<file path="src/rtl/io_map_pkg.sv">
// Shared MMIO map for the board I/O bridges.
// Holds the LED and switch window bases, the LED address codes, the queued
// LED write entry layout and a helper that applies a popped entry to the LED shadow.
package io_map_pkg;

    localparam logic [31:0] LED_BASE = 32'hFFFF_FC60;
    localparam logic [31:0] SW_BASE  = 32'hFFFF_FC70;

    // LED address codes; the CPU store offset is used directly as the code.
    localparam logic [1:0] LED_ALL = 2'b00;
    localparam logic [1:0] LED_BAD = 2'b01;
    localparam logic [1:0] LED_HI  = 2'b10;
    localparam logic [1:0] LED_LO  = 2'b11;

    localparam int unsigned ENTRY_W = 18;

    typedef struct packed {
        logic [1:0]  code;
        logic [15:0] data;
    } led_entry_t;

    // Next shadow value after the LED stage receives entry e.
    function automatic logic [15:0] shadow_merge(input logic [15:0] cur, input led_entry_t e);
        logic [15:0] nxt;
        nxt = cur;
        case (e.code)
            LED_ALL: nxt       = e.data;
            LED_HI:  nxt[15:8] = e.data[7:0];
            LED_LO:  nxt[7:0]  = e.data[7:0];
            default: nxt       = cur;
        endcase
        return nxt;
    endfunction

endpackage

</file>
<file path="src/rtl/sync_fifo.sv">
// Single-clock FIFO with combinational head read.
// Ports: clk, rst (async, active-high), push/din write side, pop/dout read side,
// full/empty status. Push while full and pop while empty are ignored.
// DEPTH must be a power of two so the pointers wrap naturally.
module sync_fifo #(
    parameter int unsigned WIDTH = 18,
    parameter int unsigned DEPTH = 4
) (
    input  logic             clk,
    input  logic             rst,
    input  logic             push,
    input  logic             pop,
    input  logic [WIDTH-1:0] din,
    output logic [WIDTH-1:0] dout,
    output logic             full,
    output logic             empty
);

    localparam int unsigned PtrW = $clog2(DEPTH);
    localparam logic [PtrW:0] FullCount = (PtrW + 1)'(DEPTH);

    logic [WIDTH-1:0] mem_q [DEPTH];
    logic [PtrW-1:0]  wr_ptr_q, wr_ptr_d;
    logic [PtrW-1:0]  rd_ptr_q, rd_ptr_d;
    logic [PtrW:0]    count_q, count_d;
    logic             do_push, do_pop;

    assign full    = (count_q == FullCount);
    assign empty   = (count_q == '0);
    assign do_push = push & ~full;
    assign do_pop  = pop & ~empty;
    assign dout    = mem_q[rd_ptr_q];

    always_comb begin
        wr_ptr_d = wr_ptr_q;
        rd_ptr_d = rd_ptr_q;
        count_d  = count_q;
        if (do_push) wr_ptr_d = wr_ptr_q + 1'b1;
        if (do_pop)  rd_ptr_d = rd_ptr_q + 1'b1;
        case ({do_push, do_pop})
            2'b10:   count_d = count_q + 1'b1;
            2'b01:   count_d = count_q - 1'b1;
            default: count_d = count_q;
        endcase
    end

    always_ff @(posedge clk or posedge rst) begin
        if (rst) begin
            wr_ptr_q <= '0;
            rd_ptr_q <= '0;
            count_q  <= '0;
        end else begin
            wr_ptr_q <= wr_ptr_d;
            rd_ptr_q <= rd_ptr_d;
            count_q  <= count_d;
        end
    end

    // Storage needs no reset: nothing is read until the count says it was written.
    always_ff @(posedge clk) begin
        if (do_push) mem_q[wr_ptr_q] <= din;
    end

endmodule

</file>
<file path="src/rtl/led_io_bridge.sv">
// CPU MMIO store path to board LED register stage.
// Decodes stores to the LED window, queues them, and drains one entry per cycle
// as a one-cycle led_ctrl pulse; keeps a shadow of the LED state for CPU loads.
// Ports:
//   clk, rst             clock, async active-high reset
//   io_addr/io_wdata     CPU MMIO address and store data
//   io_write/io_read     store / load strobes
//   io_stall             combinational; store to a full queue must be held
//   io_rdata             combinational load data ({16'b0, shadow} on a window load)
//   led_ready            LED stage accepts a write this cycle
//   led_ctrl             registered one-cycle write pulse
//   led_addr/led_wdata   registered LED code and data, held between pulses
//   bad_addr             registered, sticky; store to the reserved offset 01 seen
module led_io_bridge #(
    parameter logic [31:0] LED_BASE = io_map_pkg::LED_BASE,
    parameter int unsigned DEPTH    = 4
) (
    input  logic        clk,
    input  logic        rst,
    input  logic [31:0] io_addr,
    input  logic [31:0] io_wdata,
    input  logic        io_write,
    input  logic        io_read,
    output logic        io_stall,
    output logic [31:0] io_rdata,
    input  logic        led_ready,
    output logic        led_ctrl,
    output logic [1:0]  led_addr,
    output logic [31:0] led_wdata,
    output logic        bad_addr
);

    import io_map_pkg::*;

    logic               hit, store_ok, store_bad;
    logic [1:0]         offset;
    logic               fifo_full, fifo_empty, push, pop;
    led_entry_t         push_entry, head_entry;
    logic [ENTRY_W-1:0] head_bits;

    logic               led_ctrl_q, led_ctrl_d;
    logic [1:0]         led_addr_q, led_addr_d;
    logic [15:0]        led_data_q, led_data_d;
    logic               bad_addr_q, bad_addr_d;
    logic [15:0]        shadow_q, shadow_d;

    // Only the low half of store data reaches the LEDs.
    logic unused_wdata_hi;
    assign unused_wdata_hi = ^io_wdata[31:16];

    assign hit       = (io_addr[31:2] == LED_BASE[31:2]);
    assign offset    = io_addr[1:0];
    assign store_ok  = io_write & hit & (offset != LED_BAD);
    assign store_bad = io_write & hit & (offset == LED_BAD);

    assign io_stall  = store_ok & fifo_full;
    assign push      = store_ok & ~fifo_full;
    assign pop       = ~fifo_empty & led_ready;

    assign push_entry = '{code: offset, data: io_wdata[15:0]};
    assign head_entry = led_entry_t'(head_bits);

    sync_fifo #(
        .WIDTH (ENTRY_W),
        .DEPTH (DEPTH)
    ) u_fifo (
        .clk   (clk),
        .rst   (rst),
        .push  (push),
        .pop   (pop),
        .din   (push_entry),
        .dout  (head_bits),
        .full  (fifo_full),
        .empty (fifo_empty)
    );

    always_comb begin
        led_ctrl_d = pop;
        led_addr_d = led_addr_q;
        led_data_d = led_data_q;
        shadow_d   = shadow_q;
        bad_addr_d = bad_addr_q | store_bad;
        if (pop) begin
            led_addr_d = head_entry.code;
            led_data_d = head_entry.data;
            shadow_d   = shadow_merge(shadow_q, head_entry);
        end
    end

    always_ff @(posedge clk or posedge rst) begin
        if (rst) begin
            led_ctrl_q <= 1'b0;
            led_addr_q <= LED_ALL;
            led_data_q <= '0;
            bad_addr_q <= 1'b0;
            shadow_q   <= '0;
        end else begin
            led_ctrl_q <= led_ctrl_d;
            led_addr_q <= led_addr_d;
            led_data_q <= led_data_d;
            bad_addr_q <= bad_addr_d;
            shadow_q   <= shadow_d;
        end
    end

    assign led_ctrl  = led_ctrl_q;
    assign led_addr  = led_addr_q;
    assign led_wdata = {16'b0, led_data_q};
    assign bad_addr  = bad_addr_q;
    assign io_rdata  = (io_read && hit) ? {16'b0, shadow_q} : 32'b0;

endmodule
</file>
<file path="config.mk">
export PLATFORM = sky130hd
export DESIGN_NAME = led_io_bridge
export DESIGN_NICKNAME = d
export VERILOG_FILES = /design/src/rtl/io_map_pkg.sv /design/src/rtl/sync_fifo.sv /design/src/rtl/led_io_bridge.sv
export SDC_FILE = /design/constraint.sdc
export NUM_CORES = 1
export LEC_CHECK = 0
export ABC_AREA = 1
export BUFFER_PORTS_ARGS = -buffer_cell sky130_fd_sc_hd__buf_2
export CORE_UTILIZATION = 47
export CTS_CLUSTER_SIZE = 24
export DETAILED_ROUTE_END_ITERATION = 7
export GPL_TIMING_DRIVEN = 0
export MAX_ROUTING_LAYER = met4
export PLACE_DENSITY = 0.77
export SLEW_MARGIN = 20
export SYNTH_ARGS = -nofsm -noshare
export SYNTH_HDL_FRONTEND = slang
export SYNTH_SLANG_ARGS = --single-unit
</file>
<file path="constraint.sdc">
create_clock -name clk -period 1.9 [get_ports clk]
set_input_delay 0.19 -clock clk [delete_from_list [all_inputs] [get_ports clk]]
set_output_delay 0.19 -clock clk [all_outputs]
set_load 0.005 [all_outputs]
</file>
; Word level (Yosys, flattened, before mapping)
; Memories as Yosys holds them, arrays and structs flattened.
; Cells that the tools add are included.
[totals]
mem_bits_rw = 72
wordCells = 46
memories = 1
register_bits = 43
out_inout_bits = 69
[memory_table]
columns = name, depth, word_bits, read_ports, rd_ports_with_merged_regs, wr, line
row1 = u_fifo.mem_q, 4, 18, 1, 0, 1, sync_fifo.sv:22  ; logic [WIDTH-1:0] mem_q [DEPTH];
[op_classes]
n_bitwise = 11
reduce_logical = 8
muxes = 5
addsub = 4
eq_ne = 8
[ops]
columns = cell, n
row1 = $eq 30x30->1 const B, 1
row2 = $mux 16, 1
row3 = $pmux 8 s2, 1
row4 = $and 1x1->1, 8
row5 = $eq 2x2->1 const B, 3
row6 = $pmux 3 s2, 1
row7 = $add 2x1->2 const B, 2
row8 = $eq 2x1->1 const B, 2
row9 = $reduce_and 2->1, 2
row10 = $reduce_bool 2->1, 2
row11 = $add 3x1->3 const B, 1
row12 = $eq 3x3->1 const B, 1
row13 = $logic_not 3->1, 1
row14 = $sub 3x1->3 const B, 1
row15 = $logic_not 2->1, 1
row16 = $mux 1, 2
row17 = $ne 2x1->1 const B, 1
row18 = $not 1->1, 2
row19 = $reduce_or 2->1, 1
row20 = $logic_and 1x1->1, 1
row21 = $or 1x1->1, 1

; Depth between registers and ports, before layout
; Gate-level depths: netlist of run 1.
[depth]
ltp_word = 7
depth_mapped = 14
mapped_depth_nobuf = 14

; Cells and area by module
; A second synthesis of run 1 with hierarchy kept.
[unflattened]
hier_cells = 524
hier_area_um2 = 5352.6
[modules_own_cells]
columns = mod, seq_area_each_um2, n_inst, area_each_um2, cells_per_inst
row1 = sync_fifo, 2337.2, 1, 3367.0, 271
row2 = led_io_bridge, 900.9, 1, 1985.7, 253

; Worst setup path before layout of run 1
; Ideal clock, no wire load.
[synth_timing]
kind = input-to-reg
from = in io_addr[19]
to = mem u_fifo.mem_q[0][0] (enable)
setup_slack_ns = -0.137
arrival_time_ns = 1.644
setup_ns = 0.393
path_buffers = 0
cell_stages = 8
path_cell_list = nand2_1 > nor2_1 > nand2_1 > nor2_1 > nand2_1 > nor2_4 > nand3_2 > nor2_1
[synth_via]
elab_chain_cells = 7
[synth_rtl]
columns = element, line
row1 = from (decl), led_io_bridge.sv:20  ; input logic [31:0] io_addr,
row2 = $eq 30x30->1, led_io_bridge.sv:51  ; assign hit = (io_addr[31:2] == LED_BASE[31:2]);
row3 = $and 1x1->1 (2 in series), led_io_bridge.sv:53  ; assign store_ok = io_write & hit & (offset != LED_BAD);
row4 = $and 1x1->1, led_io_bridge.sv:57  ; assign push = store_ok & ~fifo_full;
row5 = $and 1x1->1, sync_fifo.sv:30  ; assign do_push = push & ~full;
row6 = $mux 1, sync_fifo.sv:61  ; if (do_push) mem_q[wr_ptr_q] <= din;
row7 = $mux 1 (implied by the code), sync_fifo.sv:61
row8 = to (decl), sync_fifo.sv:22
; Every way passes these cells.

; Worst setup path in the final report of run 1
[layout_timing]
from = reg u_fifo.rd_ptr_q[0]
to = reg shadow_q[0]
[layout_via]
elab_chain_cells = 4
[layout_rtl]
columns = element, line
row1 = from (decl), sync_fifo.sv:24  ; logic [PtrW-1:0] rd_ptr_q, rd_ptr_d;
row2 = from (signal assigned), sync_fifo.sv:54  ; rd_ptr_q <= rd_ptr_d;
row3 = $mem_v2 4x18 (*), n/a
row4 = $eq 2x2->1 or $logic_not 2->1 (tied branches), io_map_pkg.sv:26  ; case (e.code)
row5 = $reduce_or 2->1 (no source line), n/a
row6 = $reduce_and 2->1 (no source line), n/a
row7 = to (signal assigned), led_io_bridge.sv:102  ; shadow_q <= shadow_d;
row8 = to (decl), led_io_bridge.sv:45  ; logic [15:0] shadow_q, shadow_d;
; Every way passes the cells marked *; elsewhere a longest branch is shown, timed or not.
; A chain may end at the register's enable or synchronous reset.

==> results of run 1 <==
[cell families (layout without fill, tap and decap cells)]
kind of cell	count (synthesis)	after routing	synth area share [%]
AND/OR/NAND/NOR	239	239	19.12
XOR/XNOR	3	3	0.5115
flip-flops	115	115	63.03
other	1	32	0.07299
adder cells (fa/ha/maj)	8	8	2.094
buffers and inverters	89	265	10.13
AO/OA/AOI/OAI	41	41	5.041
[cells in the final DEF, fill, tap and decap left out, types with 3 or more instances in the layout]
cell type      synthesis  routed
inv_1                 36      30
dlygate4sd3_1          0      19
o21ai_2                8       8
buf_6                  3       9
buf_4                 38      62
conb_1                 1      32
clkbuf_1               1       4
nand2_1              149     142
buf_8                  1       8
nand2_2                2       9
inv_2                  2       4
nor2_4                 1       3
clkinv_2               0       4
o21ai_0               26      24
buf_2                  8      93
dfrtp_1               43      41
ha_1                   7       4
nand3_1               45      42
nor2_1                37      31
inv_4                  0       3
edfxtp_1              72      72
nor2_2                 0       4
clkbuf_16              0      20
o21ai_1                2       4
[power groups by stage]
stage               logic (mW)  registers, mW  clock network [mW]
floorplan                0.250           2.99                   0
global placement         0.473           3.00                   0
detailed placement       0.491           3.01                   0
CTS                      0.524           2.96                3.21
global route             0.602           2.98                3.34
finish                   0.528           2.97                3.20
[worst register-to-register path: stages, from the launching register on]
cell	delay (ps)
dfrtp_1	430
buf_6	160
buf_8	100
nand2_1	50
a32o_2	290
ha_4	230
or2_4	270
buf_8	150
nand2_2	60
o21ai_2	50
[flip-flops by register name (all words and copies together), names as in the netlist]
signal	count
led_ctrl	1
shadow_q	16
bad_addr	1
led_addr	2
led_data_q	16
u_fifo.wr_ptr_q	2
u_fifo.mem_q	72
u_fifo.rd_ptr_q	2
u_fifo.count_q	3
[synth_stat cells (2+ instances only)]
cell / count / area share [%]
buf_4: 38 / 5.6
buf_6: 3 / 0.66
nand2_1: 149 / 11
inv_1: 36 / 2.6
o21ai_1: 2 / 0.19
ha_1: 7 / 1.7
a21oi_1: 2 / 0.19
xnor2_1: 2 / 0.34
buf_2: 8 / 0.78
nand3_1: 45 / 4.4
dfrtp_1: 43 / 21
nor2_1: 37 / 2.7
edfxtp_1: 72 / 42
o21ai_2: 8 / 1.4
nand4_1: 2 / 0.24
inv_2: 2 / 0.15
o21ai_0: 26 / 2.5
nand2_2: 2 / 0.24
[through the flow]
step | total power [mW] | util (%) | setup WS, ps | hold slack (ps) | TNS, ps
6_report | 6.700 | 68.62 | -1.552 | 51.50 | -1.552
4_1_cts | 6.700 | 66.68 | -19.99 | 68.99 | -19.99
5_1_grt | 6.923 | 68.62 | -64.86 | 42.89 | -486.6
2_1_floorplan | 3.237 | - | -136.9 | 288.9 | -9857
3_5_place_dp | 3.498 | 57.14 | -399.1 | 112.5 | -19690
3_3_place_gp | 3.474 | 56.35 | -906.5 | 401.7 | -65630
[cell type report]
cell class	instances	area [um^2]
Clock inverter	8	93.84
Fill cell	735	3283
Tap cell	136	170.2
Timing Repair Buffer	146	972.2
Clock buffer	24	514.2
Multi-Input combinational cell	323	1605
Buffer	49	424.2
Sequential cell	115	3241
Inverter	38	158.9
[repair_timing]
action	4_1_cts	5_1_grt
setup buffers	15	16
pin swaps	5	12
hold buffers	19	0
gates cloned	0	2
gates resized for setup	30	21
endpoints found under the hold margin	115	0
setup endpoints to repair	72	32
[worst paths after layout]
| check | startpoint | end | slack (ps) | depth (start not counted) |
|---|---|---|---|---|
| worst max-delay path | u_fifo.rd_ptr_q[0]$_DFFE_PP0P_ | shadow_q[0]$_DFFE_PP0P_ | -2 | 9 |
| worst min-delay path | led_ready | led_ctrl$_DFF_PP0_ | 50 | 4 |
| worst max register to register | u_fifo.rd_ptr_q[0]$_DFFE_PP0P_ | shadow_q[0]$_DFFE_PP0P_ | -2 | 9 |
| worst min register to register | bad_addr$_DFF_PP0_ | bad_addr$_DFF_PP0_ | 460 | 1 |
| max in group asynchronous | rst | led_data_q[15]$_DFFE_PP0P_ | 1320 | 4 |
| min in group asynchronous | rst | led_ctrl$_DFF_PP0_ | 150 | 3 |
[routing by layer]
layer	part of all wire [%]	track usage, %	vias up	routed length (um)
li1	-	-	1951	-
met1	40	27.16	1907	5047
met2	50	37.62	218	6317
met3	6.9	5.334	36	870
met4	2.6	10.76	0	327
met5	0	-	-	0
==> out/results.ini, run 1 <==
[grt]
grt_pass1_vias = 3874
grtUsageTotal_pct = 23.04
overflow = 0
antenna_found_initial = 0
grt_start_max_net_pins = 37
grt_pass1_wl_um = 18750

[timing]
worst_pin_slew_ps = 572.2
hold_viol = 0
slew_viol_final = 0
slew_headroom_pct = 61.81
rsz0062_at_grt = yes
layout_setup_ws_ps = -1.552
skew_ps = 7.237
period_needed_ps = 1902
post-route-period-util_pct = 100.1
setup_viol = 1
fmax_ghz = 0.5259

[drt]
ant_nets = 0
num_vias = 4112
totalWireLength_um = 12560
route.detailed.drc = 0
post_drt_wl_per_cell_um = 14.97
dr.pass1.iters = 5
via_per_inst = 4.901
drt_iter0_drc = 353

[pwr]
ir_worst_vdd_v = 0.0006328
switching_share_pct = 21.53
p_seq_share_pct = 44.3
clkPwrFrac_pct = 47.8
power.density_nw_per_um2 = 933.3
power.switching_mw = 1.443
p_comb_share_pct = 7.9
p_leak_nw = 3.348
intPower_mw = 5.258

[worst_setup_path]
cp-end-kind = flip-flop
cp_common_cell = buf_8
crit_path_cell_trace = buf_6 > buf_8 > nand2_1 > a32o_2 > ha_4 > or2_4 > buf_8 > nand2_2 > o21ai_2
path_class = reg2reg
cpPeakStageDelay_ps = 430
critPathBufInv = 3
cp_slowest_cell = dfrtp_1
critPathMaxFanout = 8
cpLargestDelayFamily = flip-flops
cp-start-kind = flip-flop
critPathRequiredTime_ps = 2300
arrival_ps = 2300

[outcome]
status = complete, but fails checks
violations = negative setup slack

[place]
place_hpwl_um = 7953
gp_congestion = 0.8180
placedCellCount = 757
portBuffers = 89
place_area_um2 = 5978

[synthesis]
ys_types = 30
synth_warnings = 0
ys_ff_latch = 115
netlist_area_um2 = 5137
synth-main-ff-cell = edfxtp_1
synthArstFlopShare_pct = 37.39
synthCells = 496
syn_avg_cell_area_um2 = 10.36
synth_seq_area_share_pct = 63.03
synth_edf_count = 72

[job]
cap_viol_max_count = 0

[cells_and_area]
antenna_cells = 0
area_growth_pct = 39.75
drive_gt1_share_pct = 35.56
design_area_um2 = 7179
nNetsFinal = 767
stdcell_count = 839

[clocking]
cts_root_buf = clkbuf_8
numCtsBuffers = 17
cts.path.max_buffers = 2
htree_levels = 4
clk_pin_slew_ps = 50
cts.sinks = 115
clk_latency_ps = 510
cts_tree = yes

[floorplanning]
start_util_pct = 49.10
ioPinCount = 138
die_area_um2 = 11350
core_area_um2 = 10460
die_h_um = 106.6
die_x_um = 106.6
fp-row-count = 37

[worst_hold_path]
hold_path_class = in2reg

Power figures use the tool's default switching activity.
==> run 2, diff against run 1 <==
- CORE_UTILIZATION: 47 -> 48
- PLACE_DENSITY: 0.77 -> 0.76
- RECOVER_POWER: not set -> 50
- SYNTH_HIERARCHICAL: not set -> 1
==> out/results.ini, run 2 <==
[drt]
post_drt_wl_per_cell_um = 15.76  ; +5.3%
num_vias = 4356  ; +5.9%
ant_nets = 0  ; unchanged
route.detailed.drc = 0  ; unchanged
via_per_inst = 5.007  ; +2.2%
dr.pass1.iters = 5  ; unchanged
totalWireLength_um = 13710  ; +9.2%
drt_iter0_drc = 318  ; -9.9%

[synthesis]
netlist_area_um2 = 5353  ; +4.2%
yosysTopAreaCellShare_pct = 40.39  ; -1.7 points
synth_commonest_cells = nand2_1, inv_1, edfxtp_1
synth-main-ff-cell = edfxtp_1
synthCells = 524  ; +5.6%
ys_types = 24  ; -20%
ys_ff_latch = 115  ; unchanged
synthArstFlopShare_pct = 37.39  ; unchanged
syn_avg_cell_area_um2 = 10.21  ; -1.4%
synth.most_common_cell = nand2_1
synth_top_cell_by_area = edfxtp_1
synth_warnings = 6  ; +6
synth_seq_area_share_pct = 60.50  ; -2.5 points
yosys-top-cells-area = edfxtp_1, dfrtp_1, nand2_1
synth_edf_count = 72  ; unchanged

[place]
placedCellCount = 788  ; +4.1%
portBuffers = 89  ; unchanged
place_hpwl_um = 8585  ; +8.0%
place_area_um2 = 6152  ; +2.9%
gp_congestion = 0.7830  ; -4.3%

[worst_setup_path]
cpLargestDelayFamily = buffers and inverters
cpPeakStageDelay_ps = 410  ; -20 ps
critPathBufInv = 4  ; +1
cp_slowest_cell = dfrtp_1
crit_path_cell_trace = clkinv_4 > buf_8 > o211ai_1 > nand2_2 > inv_2 > ha_4 > or2_4 > buf_12 > nand2_4 > o21ai_2
critPathRequiredTime_ps = 2300  ; about the same
cp-start-kind = flip-flop
arrival_ps = 2430  ; +130 ps
critPathMaxFanout = 8  ; unchanged
cp-end-kind = flip-flop
path_class = reg2reg

[clocking]
cts_tree = yes
clk_latency_ps = 510  ; about the same
cts.path.max_buffers = 2  ; unchanged
clk_pin_slew_ps = 60  ; about the same
cts_root_buf = clkbuf_8
numCtsBuffers = 17  ; unchanged
cts.sinks = 115  ; unchanged
htree_levels = 4  ; unchanged

[floorplanning]
fp-row-count = 38  ; +2.7%
die_area_um2 = 11580  ; +2.0%
core_area_um2 = 10840  ; +3.6%
die_h_um = 107.6  ; +0.99%
ioPinCount = 138  ; unchanged
die_x_um = 107.6  ; +0.99%
start_util_pct = 49.38  ; +0.27 points

[timing]
post-route-period-util_pct = 107.2  ; +7.1 points
layout_setup_ws_ps = -137.0  ; -135.4 ps
period_needed_ps = 2037  ; +135.4 ps
skew_ps = 4.945  ; -2.292 ps
hold_slack_ps = 163.5  ; +112.0 ps
worst_pin_slew_ps = 1333  ; +760.6 ps
setup_viol = 15  ; +14
slew_headroom_pct = 11.05  ; -51 points
hold_viol = 0  ; unchanged
fmax_ghz = 0.4909  ; -6.6%
slew_viol_final = 0  ; unchanged
rsz0062_at_grt = yes
tns_ps = -1365  ; -1364 ps

[cells_and_area]
layout_commonest_cell = nand2_1
stdcell_count = 870  ; +3.7%
max_flop_register = u_fifo/mem_q
largest_register_ff_count = 72  ; unchanged
area_growth_pct = 38.41
final_cell_mix = nand2_1, inv_1, edfxtp_1
nNetsFinal = 794  ; +3.5%
design_area_um2 = 7408  ; +3.2%
fill_cells = 781  ; +6.3%
drive_gt1_share_pct = 32.33  ; -3.2 points
reg_top3 = u_fifo/mem_q: 72 flops, led_data_q: 16 flops, shadow_q: 16 flops
antenna_cells = 0  ; unchanged

[grt]
overflow = 0  ; unchanged
antenna_found_initial = 0  ; unchanged
grt_start_max_net_pins = 37  ; unchanged
grtUsageTotal_pct = 24.57  ; +1.5 points
grt_pass1_vias = 4256  ; +9.9%
grt_pass1_wl_um = 20480  ; +9.2%

[pwr]
power.density_nw_per_um2 = 828.2  ; -11%
p_leak_nw = 3.592  ; +7.3%
ir_worst_vdd_v = 0.0006121  ; -3.3%

[job]
cap_viol_max_count = 0  ; unchanged

[outcome]
violations = negative setup slack
status = complete, but fails checks

[worst_hold_path]
hold_path_class = in2reg

-- run 2: worst min-delay path, cell delays in order --
cell and delay [ps]:
buf_2 100, inv_1 100, nor2_4 60, nand2_2 80, nand2_1 60, nand2_1 60
-- run 2: per-stage QoR --
step	util, %	setup WS, ps	power, mW
6_report	68.34	-137.0	6.136
5_1_grt	68.34	-207.3	6.305
4_1_cts	66.23	7.570	6.144
3_5_place_dp	56.75	-448.3	2.964
3_3_place_gp	56.18	-1038	2.955
2_1_floorplan	-	-219.2	2.868
-- run 2: cell type report --
type | instances | area, um^2 | share of cell area (%)
multi-input cells | 299 | 1688 | 22.78
clock inverters | 11 | 160.2 | 2.162
repair buffers | 145 | 957.2 | 12.92
clock buffers | 21 | 429.2 | 5.793
flip-flops and latches | 115 | 3238 | 43.71
inverters | 90 | 345.3 | 4.661
plain buffers | 49 | 415.4 | 5.607
well taps | 140 | 175.2 | 2.364
-- run 2: cell families after synthesis --
logic type	Yosys count	synth area share [%]
compound gates	71	9.818
buf+inv	141	13.70
other cells	1	0.07006
flops	115	60.50
simple gates	187	13.75
fa+ha+maj	8	2.010
xor+xnor	1	0.1637
-- run 2: power by group --
group	total, mW	internal, mW	switching [mW]
sequential	2.71	2.69	0.0163
combinational	0.246	0.132	0.114
clock	3.18	2.11	1.07
total	6.14	4.94	1.20
-- run 2: path summary, 6_finish.rpt --
check	cells past startpoint	to	slack (ps)	from
worst max-delay path	10	shadow_q[7]$_DFFE_PP0P_	-140	u_fifo/rd_ptr_q[0]$_DFFE_PP0P_
worst max register to register	10	shadow_q[7]$_DFFE_PP0P_	-140	u_fifo/rd_ptr_q[0]$_DFFE_PP0P_
worst min-delay path	6	u_fifo/rd_ptr_q[0]$_DFFE_PP0P_	160	led_ready
worst min register to register	2	led_data_q[14]$_DFFE_PP0P_	480	led_data_q[14]$_DFFE_PP0P_
max in group asynchronous	3	led_data_q[9]$_DFFE_PP0P_	490	rst
min in group asynchronous	3	u_fifo/rd_ptr_q[1]$_DFFE_PP0P_	190	rst
-- run 2: layer usage --
metal	wire, um	vias to the layer above	global-route usage, %
met5	0	-	-
met4	379	0	11.15
met3	962	46	5.387
met2	7157	218	41.94
met1	5214	2076	27.60
li1	-	2016	-
-- run 2: what timing repair did --
item / 4_1_cts / 5_1_grt
pin swaps: 6 / 11
buffers inserted: 22 / 8
cloned: 0 / 1
endpoints found under the hold margin: 116 / 0
resized for setup: 26 / 53
hold buffers: 21 / 0
setup endpoints to repair: 85 / 51
==> run 3, diff against run 2 <==
==> constraint.sdc (replaced) <==
create_clock -name clk -period 1.9 [get_ports clk]
set_input_delay 0.285 -clock clk [delete_from_list [all_inputs] [get_ports clk]]
set_output_delay 0.285 -clock clk [all_outputs]
set_load 0.005 [all_outputs]
==> out/results.ini, run 3 (synthesized netlist as in run 2, its figures left out) <==
[floorplanning]
fp-row-count = 38  ; unchanged
die_h_um = 107.6  ; unchanged
ioPinCount = 138  ; unchanged
die_x_um = 107.6  ; unchanged
core_area_um2 = 10840  ; unchanged
die_area_um2 = 11580  ; unchanged
start_util_pct = 49.38  ; unchanged

[worst_hold_path]
whs_endpoint = bad_addr$_DFF_PP0_
hold-path-cell-count = 3  ; -3
min_from = io_write
hold_path_class = in2reg

[cells_and_area]
antenna_cells = 0  ; unchanged
final_cell_mix = nand2_1, inv_1, edfxtp_1
layout_commonest_cell = nand2_1
reg_top3 = u_fifo/mem_q: 72 flops, led_data_q: 16 flops, shadow_q: 16 flops
post-route-util_pct = 67.13  ; -1.2 points
max_flop_register = u_fifo/mem_q
fill_cells = 819  ; +4.9%
area_growth_pct = 35.95
design_area_um2 = 7277  ; -1.8%
nNetsFinal = 786  ; -1.0%
drive_gt1_share_pct = 33.24  ; +0.91 points
largest_register_ff_count = 72  ; unchanged
stdcell_count = 862  ; -0.92%

[timing]
slew_headroom_pct = 11.35  ; +0.30 points
fmax_ghz = 0.5245  ; +6.8%
hold_viol = 0  ; unchanged
hold_slack_ps = 49.70  ; -113.8 ps
rsz0062_at_grt = yes
skew_ps = 7.195  ; +2.251 ps
tns_ps = -6.648  ; +1359 ps
period_needed_ps = 1907  ; -130.3 ps
post-route-period-util_pct = 100.3  ; -6.9 points
setup_viol = 1  ; -14
layout_setup_ws_ps = -6.648  ; +130.3 ps
slew_viol_final = 0  ; unchanged
worst_pin_slew_ps = 1328  ; -4.558 ps

[clocking]
cts_root_buf = clkbuf_8
htree_levels = 4  ; unchanged
cts.path.max_buffers = 2  ; unchanged
cts.sinks = 115  ; unchanged
cts_tree = yes
clk_pin_slew_ps = 60  ; about the same
clk_latency_ps = 500  ; about the same
numCtsBuffers = 17  ; unchanged

[grt]
grt.busiest_layer = met2
grtUsageMet3_pct = 5.327  ; -0.061 points
antenna_found_initial = 0  ; unchanged
grt_pass1_vias = 4046  ; -4.9%
grt_start_max_net_pins = 37  ; unchanged
met2_usage_pct = 39.47  ; -2.5 points
grtUsageTotal_pct = 23.33  ; -1.2 points
grt_pass1_wl_um = 19410  ; -5.2%
overflow = 0  ; unchanged
grt_use_met1_pct = 27.11  ; -0.48 points

[drt]
totalWireLength_um = 12260  ; -11%
drt_iter0_drc = 296  ; -6.9%
num_vias = 4095  ; -6.0%
post_drt_wl_per_cell_um = 14.23  ; -9.7%
route.detailed.drc = 0  ; unchanged
via_per_inst = 4.751  ; -5.1%
ant_nets = 0  ; unchanged
dr.pass1.iters = 5  ; unchanged

[job]
cap_viol_max_count = 0  ; unchanged

[outcome]
status = complete, but fails checks
violations = negative setup slack

[place]
gp_congestion = 0.7900  ; +0.89%
place_area_um2 = 6107  ; -0.73%
pre_cts_slack_ps = -697.7  ; -249.4 ps
placedCellCount = 784  ; -0.51%
portBuffers = 89  ; unchanged
place_hpwl_um = 7836  ; -8.7%

[pwr]
power.switching_mw = 1.165  ; -2.7%
p_seq_share_pct = 45.1  ; +0.9 points
p_total_mw = 6.007  ; -2.1%
power.density_nw_per_um2 = 825.5  ; -0.33%
p_leak_nw = 3.558  ; -0.96%
switching_share_pct = 19.39  ; -0.12 points
p_comb_share_pct = 3.8  ; -0.2 points
intPower_mw = 4.843  ; -2.0%
clkPwrFrac_pct = 51.1  ; -0.7 points
ir_worst_vdd_v = 0.0006524  ; +6.6%

[worst_setup_path]
cp-end-kind = flip-flop
cp-start-kind = flip-flop
r2r_slack_ps = -7  ; +130 ps
worstSetupStartpoint = u_fifo/count_q[0]$_DFFE_PP0P_
reg2reg_from = u_fifo/count_q[0]$_DFFE_PP0P_
arrival_ps = 2320  ; -110 ps
r2r_cells = 9  ; -1
r2r_end = u_fifo/count_q[1]$_DFFE_PP0P_
critPathMaxFanout = 3  ; -5
path_class = reg2reg
critPathRequiredTime_ps = 2310  ; about the same

## run 3: worst max path at each step
stage and end:
6_report u_fifo/count_q[1]$_DFFE_PP0P_, 5_1_grt shadow_q[9]$_DFFE_PP0P_, 4_1_cts u_fifo/count_q[2]$_DFFE_PP0P_, 3_5_place_dp u_fifo/mem_q[3][8]$_DFFE_PP_, 3_3_place_gp u_fifo/mem_q[1][8]$_DFFE_PP_, 2_1_floorplan u_fifo/mem_q[0][0]$_DFFE_PP_
## run 3: timing repair
action,4_1_cts,5_1_grt
gates resized for setup,24,37
hold endpoints to repair,81,1
hold buffers,12,1
pin swaps,8,11
buffers inserted,27,7
setup endpoints to repair,90,46
cloned,0,1
## run 3: cell type report
type / instances / area, um^2 / area share [%]
Timing Repair Buffer: 137 / 880.8 / 12.10
Tap cell: 140 / 175.2 / 2.407
Clock inverter: 7 / 62.56 / 0.8597
Buffer: 49 / 410.4 / 5.640
Sequential cell: 115 / 3238 / 44.50
Multi-Input combinational cell: 299 / 1639 / 22.52
Inverter: 90 / 342.8 / 4.711
Clock buffer: 25 / 528.0 / 7.256
## run 3: per-layer routing
layer | part of all wire [%] | wire length [um]
met1 | 41 | 4983
met5 | 0 | 0
met4 | 2.0 | 243
met3 | 6.9 | 844
met2 | 50 | 6193
## run 3: critical path: stages (launching register included)
cell and delay [ps]:
dfrtp_1 370, inv_2 80, nand3_4 110, inv_2 40, nor2_1 250, nand2_4 110, ha_4 170, inv_2 70
fa_2 430, o21ai_0 180
## run 3: power groups by stage
stage / registers [mW] / clock network, mW / logic (mW)
6_report: 2.71 / 3.07 / 0.228
5_1_grt: 2.71 / 3.23 / 0.263
4_1_cts: 2.71 / 3.10 / 0.229
3_5_place_dp: 2.75 / 0 / 0.209
3_3_place_gp: 2.75 / 0 / 0.203
2_1_floorplan: 2.75 / 0 / 0.115
